===== config.mk =====
export PLATFORM = sky130hd
export DESIGN_NAME = seq_frame_tx
export DESIGN_NICKNAME = d
export VERILOG_FILES = /design/src/rtl/seq_pkg.sv /design/src/rtl/bit_tick_gen.sv /design/src/rtl/seq_frame_tx.sv
export SDC_FILE = /design/constraint.sdc
export NUM_CORES = 1
export LEC_CHECK = 0
export ABC_AREA = 1
export BUFFER_PORTS_ARGS = -buffer_cell sky130_fd_sc_hd__buf_2
export CORE_MARGIN = 3
export CORE_UTILIZATION = 35
export DETAILED_ROUTE_END_ITERATION = 7
export PLACE_DENSITY = 0.52
export SETUP_SLACK_MARGIN = 0.3
export SLEW_MARGIN = 20
export SYNTH_ARGS = -nofsm -noshare
export SYNTH_HDL_FRONTEND = slang
export SYNTH_SLANG_ARGS = --single-unit

===== constraint.sdc =====
create_clock -name clk -period 1.9 [get_ports clk]
set_input_delay 0.19 -clock clk [delete_from_list [all_inputs] [get_ports clk]]
set_output_delay 0.19 -clock clk [all_outputs]
set_load 0.01 [all_outputs]

===== src/rtl/seq_pkg.sv =====
// Shared definitions for the serial frame transmitter: state encoding,
// default frame geometry and small constant helpers.
package seq_pkg;

  typedef enum logic [2:0] {
    IDLE   = 3'd0,
    SYNC   = 3'd1,
    DATA   = 3'd2,
    PARITY = 3'd3,
    GAP    = 3'd4
  } state_t;

  localparam int         DEF_DATA_W       = 8;
  localparam int         DEF_SYNC_W       = 4;
  localparam logic [3:0] DEF_SYNC_PAT     = 4'b0110;
  localparam int         DEF_CLKS_PER_BIT = 1;
  localparam int         DEF_GAP_BITS     = 2;

  function automatic int max4(input int a, input int b, input int c, input int d);
    int m;
    m = a;
    if (b > m) m = b;
    if (c > m) m = c;
    if (d > m) m = d;
    return m;
  endfunction

  // Counter width able to hold 0..n-1, never narrower than one bit.
  function automatic int cnt_width(input int n);
    return (n > 1) ? $clog2(n) : 1;
  endfunction

endpackage


===== src/rtl/bit_tick_gen.sv =====
// Bit-time divider: tick is high on the last clock of every bit time.
// With CLKS_PER_BIT = 1 the counter never leaves 0, so tick stays high.
module bit_tick_gen
  import seq_pkg::*;
#(
  parameter int CLKS_PER_BIT = DEF_CLKS_PER_BIT
) (
  input  logic clk,
  input  logic rst,
  input  logic clear,
  output logic tick
);

  localparam int               DIV_W    = cnt_width(CLKS_PER_BIT);
  localparam logic [DIV_W-1:0] DIV_LAST = DIV_W'(CLKS_PER_BIT - 1);

  logic [DIV_W-1:0] div_cnt;

  assign tick = (div_cnt == DIV_LAST);

  // Count 0..CLKS_PER_BIT-1, wrapping on tick; held at 0 while cleared.
  always_ff @(posedge clk or posedge rst) begin
    if (rst)
      div_cnt <= '0;
    else if (clear || tick)
      div_cnt <= '0;
    else
      div_cnt <= div_cnt + DIV_W'(1);
  end

endmodule


===== src/rtl/seq_frame_tx.sv =====
// Serial frame transmitter feeding the downstream "0110" sequence detector.
// Frame on y: sync pattern MSB first, data MSB first, optional even parity,
// then GAP_BITS idle-high bit times. y idles high.
// Optional build macro: SEQ_FRAME_TX_PARITY_EN adds the PARITY state.
//
// state  | meaning
// IDLE   | ready for a word, y = 1
// SYNC   | shifting out the sync pattern
// DATA   | shifting out the latched word
// PARITY | even parity bit of the latched word (macro builds only)
// GAP    | idle-high guard bits before the next frame
module seq_frame_tx
  import seq_pkg::*;
#(
  parameter int                DATA_W       = DEF_DATA_W,
  parameter int                SYNC_W       = DEF_SYNC_W,
  parameter logic [SYNC_W-1:0] SYNC_PAT     = DEF_SYNC_PAT,
  parameter int                CLKS_PER_BIT = DEF_CLKS_PER_BIT,
  parameter int                GAP_BITS     = DEF_GAP_BITS
) (
  input  logic              clk,
  input  logic              rst,
  input  logic [DATA_W-1:0] data_in,
  input  logic              valid_in,
  output logic              ready_out,
  output logic              y,
  output logic              busy,
  output logic              frame_done
);

  localparam int CNT_MAX = max4(SYNC_W, DATA_W, GAP_BITS, CLKS_PER_BIT);
  localparam int CNT_W   = cnt_width(CNT_MAX);

  localparam logic [CNT_W-1:0] SYNC_LAST = CNT_W'(SYNC_W - 1);
  localparam logic [CNT_W-1:0] DATA_LAST = CNT_W'(DATA_W - 1);
  // Unreachable when GAP_BITS = 0; clamped so the constant stays legal.
  localparam logic [CNT_W-1:0] GAP_LAST  = CNT_W'((GAP_BITS > 0) ? GAP_BITS - 1 : 0);

  state_t            state;
  logic [CNT_W-1:0]  bit_cnt;
  logic [DATA_W-1:0] data_sr;
  logic [SYNC_W-1:0] sync_sr;
  logic              tick;
`ifdef SEQ_FRAME_TX_PARITY_EN
  logic              parity_bit;
`endif

  assign ready_out = (state == IDLE);
  assign busy      = (state != IDLE);

  // Divider is held cleared in IDLE so the accept edge starts a full bit time.
  bit_tick_gen #(
    .CLKS_PER_BIT(CLKS_PER_BIT)
  ) u_tick (
    .clk  (clk),
    .rst  (rst),
    .clear(ready_out),
    .tick (tick)
  );

  // Frame sequencer; y and frame_done are registered here.
  always_ff @(posedge clk or posedge rst) begin
    if (rst) begin
      state      <= IDLE;
      y          <= 1'b1;
      frame_done <= 1'b0;
      bit_cnt    <= '0;
      data_sr    <= '0;
      sync_sr    <= '0;
`ifdef SEQ_FRAME_TX_PARITY_EN
      parity_bit <= 1'b0;
`endif
    end else begin
      frame_done <= 1'b0;
      case (state)
        IDLE: begin
          y <= 1'b1;
          if (valid_in) begin
            state   <= SYNC;
            data_sr <= data_in;
            // First sync bit goes out now; the rest wait at the top of sync_sr.
            sync_sr <= SYNC_PAT << 1;
            y       <= SYNC_PAT[SYNC_W-1];
            bit_cnt <= '0;
`ifdef SEQ_FRAME_TX_PARITY_EN
            parity_bit <= ^data_in;
`endif
          end
        end

        SYNC: begin
          if (tick) begin
            if (bit_cnt == SYNC_LAST) begin
              state   <= DATA;
              bit_cnt <= '0;
              y       <= data_sr[DATA_W-1];
              data_sr <= data_sr << 1;
            end else begin
              bit_cnt <= bit_cnt + CNT_W'(1);
              y       <= sync_sr[SYNC_W-1];
              sync_sr <= sync_sr << 1;
            end
          end
        end

        DATA: begin
          if (tick) begin
            if (bit_cnt == DATA_LAST) begin
              bit_cnt <= '0;
`ifdef SEQ_FRAME_TX_PARITY_EN
              state <= PARITY;
              y     <= parity_bit;
`else
              y <= 1'b1;
              if (GAP_BITS > 0) begin
                state <= GAP;
              end else begin
                state      <= IDLE;
                frame_done <= 1'b1;
              end
`endif
            end else begin
              bit_cnt <= bit_cnt + CNT_W'(1);
              y       <= data_sr[DATA_W-1];
              data_sr <= data_sr << 1;
            end
          end
        end

`ifdef SEQ_FRAME_TX_PARITY_EN
        PARITY: begin
          if (tick) begin
            bit_cnt <= '0;
            y       <= 1'b1;
            if (GAP_BITS > 0) begin
              state <= GAP;
            end else begin
              state      <= IDLE;
              frame_done <= 1'b1;
            end
          end
        end
`endif

        GAP: begin
          y <= 1'b1;
          if (tick) begin
            if (bit_cnt == GAP_LAST) begin
              state      <= IDLE;
              bit_cnt    <= '0;
              frame_done <= 1'b1;
            end else begin
              bit_cnt <= bit_cnt + CNT_W'(1);
            end
          end
        end

        default: begin
          state   <= IDLE;
          y       <= 1'b1;
          bit_cnt <= '0;
        end
      endcase
    end
  end

endmodule


After elaboration in Yosys (flattened, before gate mapping)
Cells that the tools add are included.
{ "totals": {"reg_bits": 21, "input_bits": 11, "out_inout_bits": 4, "word_cells": 71} }
{ "classes": {"add_sub_neg": 2, "n_eq_ne": 15, "muxes": 36, "bitwise_logic": 1, "reduce_logical": 10} }
{ "op_table": {"columns": ["cell", "count"], "rows": [
  ["3-bit 2-to-1 mux", 14],
  ["8-bit 2-to-1 mux", 5],
  ["3-bit case mux with 4 select lines", 2],
  ["8-bit case mux with 3 select lines", 1],
  ["2-bit inequality test, second input constant", 9],
  ["4-bit 2-to-1 mux", 3],
  ["1-bit 2-to-1 mux", 9],
  ["4-bit case mux with 2 select lines", 1],
  ["4-bit AND reduction", 2],
  ["7-bit AND reduction", 1],
  ["3-bit by 1-bit == test with 1-bit output, second input constant", 2],
  ["3-bit by 2-bit == test with 1-bit output, second input constant", 2],
  ["3-bit == test, second input constant", 2],
  ["6-bit AND reduction", 1],
  ["3-bit nonzero test", 2],
  ["3-bit by 1-bit adder with 3-bit output, second input constant", 1],
  ["3-bit logical NOT", 1],
  ["1-bit case mux with 3 select lines", 1],
  ["2-bit AND reduction", 1],
  ["2-bit nonzero test", 1],
  ["1-bit adder, second input constant", 1],
  ["1-bit logical OR", 1],
  ["1-bit NOT", 1]
]} }

Longest topological paths before layout
Gate-level depths: netlist (run 1).
{ "depth": {"ltp_word": 4, "ltp_mapped": 9, "mapped_depth_nobuf": 9} }

Modules after synthesis
From an unflattened synthesis (run 1), not the netlist that was laid out.
{ "hier_totals": {"cells_unflattened": 178, "hier_area_um2": 1286.2} }
{ "by_module_without_submodules": {"columns": ["mod", "instances", "cells_per_inst", "area_each_um2", "seq_area_each_um2"], "rows": [
  ["seq_frame_tx", 1, 174, 1249.9, 451.7],
  ["bit_tick_gen", 1, 4, 36.3, 25.0]
]} }

Worst setup path after synthesis (run 1)
No wires, ideal clock.
{ "synth_path": {"path_kind": "flip-flop to flip-flop", "from": "reg bit_cnt[0]", "to": "reg data_sr[0]", "setup_ns": 0.122, "arrival_ns": 1.185, "required_time_ns": 1.778, "path_slack_ns": 0.593, "path_stages_with_launch": 8, "n_path_buf": 0, "synth_period_minus_slack_ns": 1.307, "path_cell_list": "dfrtp_1 ha_1 nand2_1 nand2_1 nand3_1 nand3_1 o21bai_1 nand2_1"} }
{ "synth_via": {"elab_chain_len": 3, "word_cells_on_any_way": 5, "cone_classes": "eq/ne: 4; reduce/logical: 1"} }
{ "synth_lines": {"columns": ["item", "line_no", "rtl"], "rows": [
  ["from (decl)", "seq_frame_tx.sv:40", "logic [CNT_W-1:0] bit_cnt;"],
  ["from (signal assigned)", "seq_frame_tx.sv:99", "bit_cnt <= bit_cnt + CNT_W'(1);"],
  ["from (signal assigned)", "seq_frame_tx.sv:123", "bit_cnt <= bit_cnt + CNT_W'(1);"],
  ["from (signal assigned)", "seq_frame_tx.sv:153", "bit_cnt <= bit_cnt + CNT_W'(1);"],
  ["3-bit == test / 3-bit by 2-bit == test with 1-bit output (equally long branches)", "seq_frame_tx.sv:108, seq_frame_tx.sv:93", null],
  ["2-bit inequality test (no line)", null, null],
  ["6-bit AND reduction (no line) (*)", null, null],
  ["to (signal assigned)", "seq_frame_tx.sv:80", "data_sr <= data_in;"],
  ["to (signal assigned)", "seq_frame_tx.sv:97", "data_sr <= data_sr << 1;"],
  ["to (signal assigned)", "seq_frame_tx.sv:125", "data_sr <= data_sr << 1;"],
  ["to (decl)", "seq_frame_tx.sv:41", "logic [DATA_W-1:0] data_sr;"]
]} }
Mark *: on every way between the ends. The rest lies on a longest branch, timed or not.
A chain may end at the register's enable or synchronous reset.

Worst setup path in the final report (run 1)
{ "layout_path": {"from": "reg state[0]", "to": "out ready_out"} }
{ "layout_via": {"elab_chain_len": 1} }
{ "layout_lines": {"columns": ["item", "line_no", "rtl"], "rows": [
  ["from (decl)", "seq_frame_tx.sv:39", "state_t state;"],
  ["from (signal assigned)", "seq_frame_tx.sv:64", "state <= IDLE;"],
  ["from (signal assigned)", "seq_frame_tx.sv:79", "state <= SYNC;"],
  ["from (signal assigned)", "seq_frame_tx.sv:94", "state <= DATA;"],
  ["3-bit logical NOT", "seq_frame_tx.sv:48", "assign ready_out = (state == IDLE);"],
  ["to (decl)", "seq_frame_tx.sv:25", "output logic ready_out,"]
]} }
Every way passes these cells.

==> results.cfg, run 1 <==
[synthesis]
synth_top_family_by_area = simple AND/OR/NAND/NOR gates
seq_area_frac_synth_pct = 38.0
synthTopCellsByArea = dfrtp_1 (36%), nand2_1 (17%), nand3_1 (12%), inv_1 (6.9%), o21bai_1 (5.4%)
synthSimpleGateAreaFrac_pct = 40.6
synth_compound_area_share_pct = 6.59
ys_seq_elements = 19
synth_xor_area_share_pct = 0
synth_edf_count = 0
avgSynthCellArea_um2 = 7.25
synth_top_area_share_pct = 35.9
yosysWarningCount = 0
yosysUniqueCellTypes = 25
yosys.area_share.adder_pct = 3.99
synth_fp_nets = 188
netlist_area_mm2 = 0.00125
ys_async_sr_fraction_pct = 100
muxShareOfSynthArea_pct = 0
synthCells = 173
synth_ff_type = dfrtp_1
yosysTopAreaCell = dfrtp_1

[final_layout]
utilization_pct = 41.9
layout-drive-gt1-share_pct = 21.2
nNetsFinal = 205
insertedDiodeCount = 0
area_delta_synth_final_pct = 13.4

[grt]
grt_pass1_wl_um = 4840
grt_max_degree = 20
grt_usage_pct = 14.4
grt_overflow = 0
antenna_found_initial = 0
grt_pass1_vias = 1080

[power_and_ir_drop]
p_comb_share_pct = 61.0
power_frac_clock_pct = 8.7
power_density_mw_per_mm2 = 1750
seq_power_share_pct = 30.3
switchingPower_uw = 1290
vdd_drop_max_mv = 0.828
cellLeakagePower_uw = 0.000841
netSwitchingFraction_pct = 51.7
cell_internal_pwr_uw = 1200

[route]
dr.pass1.iters = 4
drtIter0Drc = 50
vias = 1092
drcViolationCount = 0
ant_nets = 0
post_drt_wl_per_cell_um = 11.8
drt_wl_total_um = 2770
vias_per_cell = 4.65

[sta]
drv_slew = 0
finalCritPeriodShare_pct = 79.3
hold_viol = 18
max_clock_freq_mhz = 664
setup_violations = 0
whs_ps = -13.7
timing.final.crit_period_ps = 1510
fin_skew_ps = 3.91
rsz0062_at_grt = false
relSlewSlack_pct = 51.0
finalSetupTns_ps = 0
tightest_slew_ps = 734

[clock_tree]
cts_max_level = 1
cts.sinks = 19
clk_latency_ps = 300
cts_inserted_buffers = 3
clock-root-buffer = clkbuf_4
path_clk_slew_ps = 120
clock_path_buffers = 2
tritoncts = done
cts-hold-fix-buffers = 0

[place]
io_buffers = 14
dp_hpwl_um = 2010
gp_congestion = 0.896

[worst_setup_path]
r2r-start = state[2]
reg2reg_depth = 7
required_ps = 1710
rrSetupSlack_ps = 440
end_kind = output port
cp.arrival_ps = 1320
rr_endpoint = bit_cnt[0]
setup.worst_path.start = state[0]
path_max_fanout = 6
cp-start-kind = register
crit_end = ready_out
worstSetupPathType = reg2out

[floorplanning]
dieHeight_um = 65.9
floorplan.initialDensity_pct = 37.0
rows = 21
die_w_um = 65.9
io_pins = 15
core_area_mm2 = 0.00339
die-area_mm2 = 0.00434

[outcome]
outcome = finished with violations
violations = hold timing

[run]
cap_violations = 0

[worst_hold_path]
min_path_type = in2async
==> cell usage after synthesis, types with 2 or more instances <==
library cell,count
nand2_1,57
nand3_1,31
inv_1,23
dfrtp_1,18
o21bai_1,9
ha_1,4
inv_2,4
nand2_4,3
nor2_1,3
nor2_2,3
nand2_2,2
nand3b_1,2
nor2_4,2
==> flip-flops by register name, summed over array words and instances (netlist names) <==
name            count
data_sr             8
bit_cnt             3
state               3
sync_sr             2
frame_done          1
u_tick.div_cnt      1
y                   1
==> area by class of cell <==
cell class                      instances  area, um^2
Tap cell                               46        57.6
Fill cell                             359        1970
Sequential cell                        19         479
Clock buffer                            4        26.3
Multi-Input combinational cell        123         673
Timing Repair Buffer                   15        77.6
Inverter                               28         108
==> power by group through the flow <==
stage	clock network, uW	logic [uW]	registers (uW)
6_report	216	1520	754
5_1_grt	242	1750	782
4_1_cts	226	1500	740
3_5_place_dp	0	1480	740
3_3_place_gp	0	1450	733
2_1_floorplan	0	1200	695
==> worst min path at each step <==
stage                  to  slack [ps]  cells after the start
4_1_cts        data_sr[0]          20                      2
3_5_place_dp   data_sr[0]         360                      2
6_report       data_sr[0]         -10                      2
3_3_place_gp   data_sr[0]         360                      2
2_1_floorplan  bit_cnt[0]         140                      1
5_1_grt        data_sr[0]          40                      2
==> repair_timing <==
action | CTS | global route
pin swaps | 0 | 1
resized for setup | 3 | 4
buffers inserted | 0 | 1
setup endpoints to repair | 10 | 11
==> critical path, cell delays in order (launching register included) <==
cell,delay [ps]
dfrtp_2,510
nor2_4,190
nand2_1,120
inv_1,80
buf_2,120
==> per-stage QoR <==
step	setup slack, ps	instance area (um^2)	power [uW]	std cells	hold slack [ps]
detailed placement	227	1360	2220	230	361
global route	301	1420	2770	235	42.1
global placement	286	1360	2180	230	358
floorplan	593	1250	1890	173	140
CTS	328	1400	2470	234	18.6
finish	394	1420	2490	235	-13.7
==> layout by cell type (no fill, tap or decap) <==
cell	synthesis	routed
a21oi_1	1	1
o21ai_1	1	1
dfstp_2	1	1
nand3_2	1	2
clkbuf_1	0	1
nand2_4	3	3
dfrtp_2	0	2
nand3_1	31	29
inv_1	23	23
nand2_2	2	2
nor2_4	2	4
buf_4	1	1
nand3_4	0	1
clkbuf_4	0	3
o21ai_0	1	1
nand3b_2	1	1
inv_2	4	4
o21bai_1	9	9
ha_1	4	4
nor3_1	1	1
nand2_1	57	57
dfrtp_1	18	16
nor2_1	3	3
inv_4	1	1
buf_2	1	14
nor2_2	3	1
nand3b_1	2	2
conb_1	1	1
==> metal layers <==
layer	global-route usage [%]	share of wire [%]	routed length, um	up-vias
li1	-	-	-	575
met1	19.8	50	1390	495
met4	4.66	0.72	20	0
met2	23.0	45	1250	20
met3	2.04	3.8	104	2
met5	0	0	0	-
==> cells by family (layout without fill, tap and decap cells) <==
| kind of cell | count (synthesis) | count (layout) |
|---|---|---|
| AND/OR/NAND/NOR | 106 | 106 |
| buffers and inverters | 31 | 47 |
| flip-flops | 19 | 19 |
| AO/OA/AOI/OAI | 12 | 12 |
| adder cells (fa/ha/maj) | 4 | 4 |
| other | 1 | 1 |
(Power assumes the default switching activity.)
==> run 2, diff against run 1 <==
==> constraint.sdc (replaced) <==
create_clock -name clk -period 1.4 [get_ports clk]
set_input_delay 0.14 -clock clk [delete_from_list [all_inputs] [get_ports clk]]
set_output_delay 0.14 -clock clk [all_outputs]
set_load 0.01 [all_outputs]
==> results.cfg, run 2 (synthesized netlist as in run 1, its figures left out) <==
[worst_setup_path]
r2r-start = state[1]
rr_endpoint = data_sr[1]
rrSetupSlack_ps = -30
end_kind = register
reg2reg_depth = 6
cp-start-kind = register
required_ps = 1660
critPathMaxStageDelay_ps = 440
worstSetupPathType = reg2reg
critPathSlowestCell = dfrtp_1
path_max_fanout = 8
critPathTopFamily = simple AND/OR/NAND/NOR gates
worstPathCellList = buf_4 > a21oi_4 > nand2_2 > nor2_4 > nand3_1 > nand2_1
worstPathBufferInverterCount = 1
cp.arrival_ps = 1690

[final_layout]
layout-drive-gt1-share_pct = 42.0
area_delta_synth_final_pct = 40.2
stdcell_area_mm2 = 0.00176
nNetsFinal = 223
largest_reg_flops = 8
utilization_pct = 51.9
regMostFlops = data_sr
layout_commonest_cell = nand2_1
insertedDiodeCount = 0
most-common-layout-cells = nand2_1 (47), inv_1 (21), nand3_1 (18)
biggestRegsByFlops = data_sr: 8 flops, bit_cnt: 3 flops, state: 3 flops

[floorplanning]
io_pins = 15
dieHeight_um = 65.9
rows = 21
die_w_um = 65.9
core_area_mm2 = 0.00339
die-area_mm2 = 0.00434
floorplan.initialDensity_pct = 37.0

[place]
gp_congestion = 0.803
io_buffers = 14
place_area_mm2 = 0.00155
dp_hpwl_um = 2310

[grt]
grt_pass1_wl_um = 5460
grt_pass1_vias = 1175
grt_max_degree = 12
grt_overflow = 0
antenna_found_initial = 0
grt_usage_pct = 16.3

[clock_tree]
clock-root-buffer = clkbuf_4
clock_path_buffers = 2
path_clk_slew_ps = 120
cts_inserted_buffers = 3
clk_latency_ps = 310
tritoncts = done
cts_max_level = 1
cts.sinks = 19

[route]
vias = 1215
drt_wl_total_um = 3110
vias_per_cell = 4.80
ant_nets = 0
drcViolationCount = 0
post_drt_wl_per_cell_um = 12.3
dr.pass1.iters = 4
drtIter0Drc = 51

[run]
cap_violations = 0

[sta]
rsz0062_at_grt = true
fin_skew_ps = 7.77
max_clock_freq_mhz = 699
drv_slew = 0
fin_ws_ps = -31.4
setup_violations = 5
finalCritPeriodShare_pct = 102
hold_viol = 0
timing.final.crit_period_ps = 1430

[power_and_ir_drop]
vdd_drop_max_mv = 0.946
cellLeakagePower_uw = 0.000968
power_density_mw_per_mm2 = 2420

[outcome]
outcome = finished with violations
violations = setup timing

[worst_hold_path]
min_path_type = in2reg
whs_endpoint = data_sr[0]
hp-start = data_in[0]
hold_depth = 5
[run 2: tightest hold or removal path, delay by kind of cell]
| family | cells | cell delay (ps) |
|---|---|---|
| and+or+nand+nor | 3 | 150 |
| buffers and inverters | 2 | 140 |
[run 2: worst max-delay path by stage]
| stage | start | endpoint | slack, ps | cells after the start |
|---|---|---|---|---|
| 6_report | state[1] | data_sr[1] | -30 | 6 |
| 5_1_grt | state[1] | data_sr[2] | -70 | 6 |
| 4_1_cts | state[1] | ready_out | -8 | 5 |
| 3_5_place_dp | state[1] | data_sr[5] | 20 | 6 |
| 3_3_place_gp | state[1] | data_sr[2] | -7 | 6 |
| 2_1_floorplan | bit_cnt[0] | data_sr[0] | 200 | 7 |
[run 2: power breakdown]
part,internal (uW),leakage [uW],total (uW),switching [uW]
clock,107,0.0000177,291,185
combinational,1220,0.000715,2940,1710
sequential,804,0.000235,1030,227
total,2130,0.000968,4260,2120
[run 2: layer usage]
layer / global-route usage [%] / part of all wire (%) / wire, um
met5: 0 / 0 / 0
met3: 3.40 / 4.9 / 153
met2: 23.7 / 44 / 1360
met4: 6.99 / 2.0 / 63
met1: 23.1 / 49 / 1530
[run 2: per-stage QoR]
step / power, uW / worst slack [ps] / TNS (ps) / hold WS (ps) / instances
3_5_place_dp: 3520 / 17.1 / 0 / 137 / 239
5_1_grt: 4670 / -73.6 / -935 / 152 / 253
3_3_place_gp: 3480 / -7.27 / -7.58 / 139 / 239
6_report: 4260 / -31.4 / -64.0 / 141 / 253
4_1_cts: 4070 / -7.52 / -27.6 / 143 / 249
2_1_floorplan: 2900 / 201 / 0 / 90.3 / 173
[run 2: cell type report]
| cell class | count | area, um^2 |
|---|---|---|
| fillers | 329 | 1630 |
| multi-input cells | 123 | 835 |
| flip-flops and latches | 19 | 480 |
| repair buffers | 33 | 243 |
| inverters | 28 | 115 |
| well taps | 46 | 57.6 |
| clock buffers | 3 | 22.5 |
| clock inverters | 1 | 5.00 |
[run 2: repair_timing]
action | 4_1_cts | 5_1_grt
buffers inserted | 5 | 4
endpoints found under the hold margin | 8 | 0
pin swaps | 7 | 8
hold buffers | 1 | 0
gates resized for setup | 9 | 14
setup endpoints to repair | 20 | 21
==> run 3, diff against run 2 <==
==> constraint.sdc (replaced) <==
create_clock -name clk -period 1.4 [get_ports clk]
set_input_delay 0.14 -clock clk [delete_from_list [all_inputs] [get_ports clk]]
set_output_delay 0.14 -clock clk [all_outputs]
set_load 0.02 [all_outputs]
==> results.cfg, run 3 (synthesized netlist as in run 1, its figures left out) <==
[place]
dp_slack_ps = -33.7
dp_hpwl_um = 2160
io_buffers = 14
place_area_mm2 = 0.00154
gp_congestion = 0.841

[final_layout]
most-common-layout-cells = nand2_1 (46), buf_4 (20), inv_1 (17)
largest_reg_flops = 8
biggestRegsByFlops = data_sr: 8 flops, bit_cnt: 3 flops, state: 3 flops
layout-drive-gt1-share_pct = 51.4
regMostFlops = data_sr
layout_commonest_cell = nand2_1
nNetsFinal = 236
stdcell_area_mm2 = 0.00196
area_delta_synth_final_pct = 56.3
insertedDiodeCount = 0
fillers = 286

[worst_setup_path]
worstSetupPathType = reg2reg
required_ps = 1590
critPathMaxStageDelay_ps = 500
worstPathCellList = nor2_4 > nand3_2 > nand2_2 > nor2_4 > buf_4 > nand2_2 > nand2_1
critPathSlowestCell = dfrtp_2
path_max_fanout = 7
cp-start-kind = register
cp.arrival_ps = 1600
end_kind = register

[clock_tree]
cts_inserted_buffers = 3
clock-root-buffer = clkbuf_4
cts_max_level = 1
clk_latency_ps = 290
tritoncts = done
cts.sinks = 19
path_clk_slew_ps = 110
clock_path_buffers = 2

[sta]
fin_skew_ps = 4.65
drv_slew = 0
whs_ps = 159
fin_ws_ps = -4.32
timing.final.crit_period_ps = 1400
finalCritPeriodShare_pct = 100
hold_viol = 0
max_clock_freq_mhz = 712
rsz0062_at_grt = true
setup_violations = 1

[power_and_ir_drop]
cellLeakagePower_uw = 0.00105
power.total_uw = 5030
power_density_mw_per_mm2 = 2570
vdd_drop_max_mv = 1.12

[floorplanning]
io_pins = 15
core_area_mm2 = 0.00339
die_w_um = 65.9
rows = 21
die-area_mm2 = 0.00434
floorplan.initialDensity_pct = 37.0
dieHeight_um = 65.9

[route]
vias = 1295
ant_nets = 0
vias_per_cell = 4.87
drtIter0Drc = 92
drt_wl_total_um = 3640
dr.pass1.iters = 5
drcViolationCount = 0
post_drt_wl_per_cell_um = 13.7

[grt]
grt_max_degree = 20
grt_usage_pct = 16.9
grt_pass1_wl_um = 5680
antenna_found_initial = 0
grt_pass1_vias = 1204
grt_overflow = 0

[run]
cap_violations = 0

[outcome]
outcome = finished with violations
violations = setup timing

[worst_hold_path]
min_path_type = in2reg
-- run 3: layer usage --
| layer | vias to the layer above | wire [um] | global-route usage [%] |
|---|---|---|---|
| met1 | 614 | 1740 | 24.4 |
| met2 | 31 | 1750 | 26.2 |
| met3 | 4 | 117 | 2.38 |
| met4 | 0 | 34 | 4.92 |
| met5 | - | 0 | 0 |
| li1 | 646 | - | - |
-- run 3: final timing paths --
path                             from          to  slack (ps)  depth (start not counted)
max                          state[0]  bit_cnt[2]          -4                          7
min                        data_in[0]  data_sr[0]         160                          5
max reg2reg                  state[0]  bit_cnt[2]          -4                          7
min reg2reg                sync_sr[2]  sync_sr[2]         480                          2
max in group asynchronous         rst           y         740                          4
min in group asynchronous         rst  data_sr[0]         390                          4
-- run 3: worst max-delay path, delay by kind of cell (launching register included) --
kind / cells / cell delay, ps
AND/OR/NAND/NOR: 6 / 670
buffers and inverters: 1 / 140
flip-flops: 1 / 500
-- run 3: layout make-up --
cell class	instances	area [um^2]	share of cell area [%]
multi-input combinational	124	916	46.7
sequential	19	483	24.6
timing repair buffer	45	364	18.6
inverter	28	113	5.75
tap	46	57.6	2.94
clock buffer	4	26.3	1.34
-- run 3: power by group --
group | internal (uW) | leakage (uW) | switching, uW
Clock | 111 | 0.0000150 | 169
Sequential | 809 | 0.000232 | 228
Combinational | 1660 | 0.000802 | 2050
Total | 2580 | 0.00105 | 2450
-- run 3: metrics by stage --
| step | util, % | setup TNS, ps | cells |
|---|---|---|---|
| floorplan | - | 0 | 173 |
| global placement | 45.5 | -9.56 | 238 |
| detailed placement | 45.5 | -61.3 | 238 |
| CTS | 52.0 | 0 | 258 |
| global route | 57.8 | -767 | 266 |
| finish | 57.8 | -4.32 | 266 |
-- run 3: timing repair --
| action | 4_1_cts | 5_1_grt |
|---|---|---|
| hold buffers | 1 | 0 |
| setup buffers | 14 | 8 |
| pin swaps | 18 | 18 |
| endpoints found under the hold margin | 18 | 0 |
| endpoints found under the setup margin | 20 | 21 |
| gates resized for setup | 19 | 30 |
| cloned | 1 | 0 |
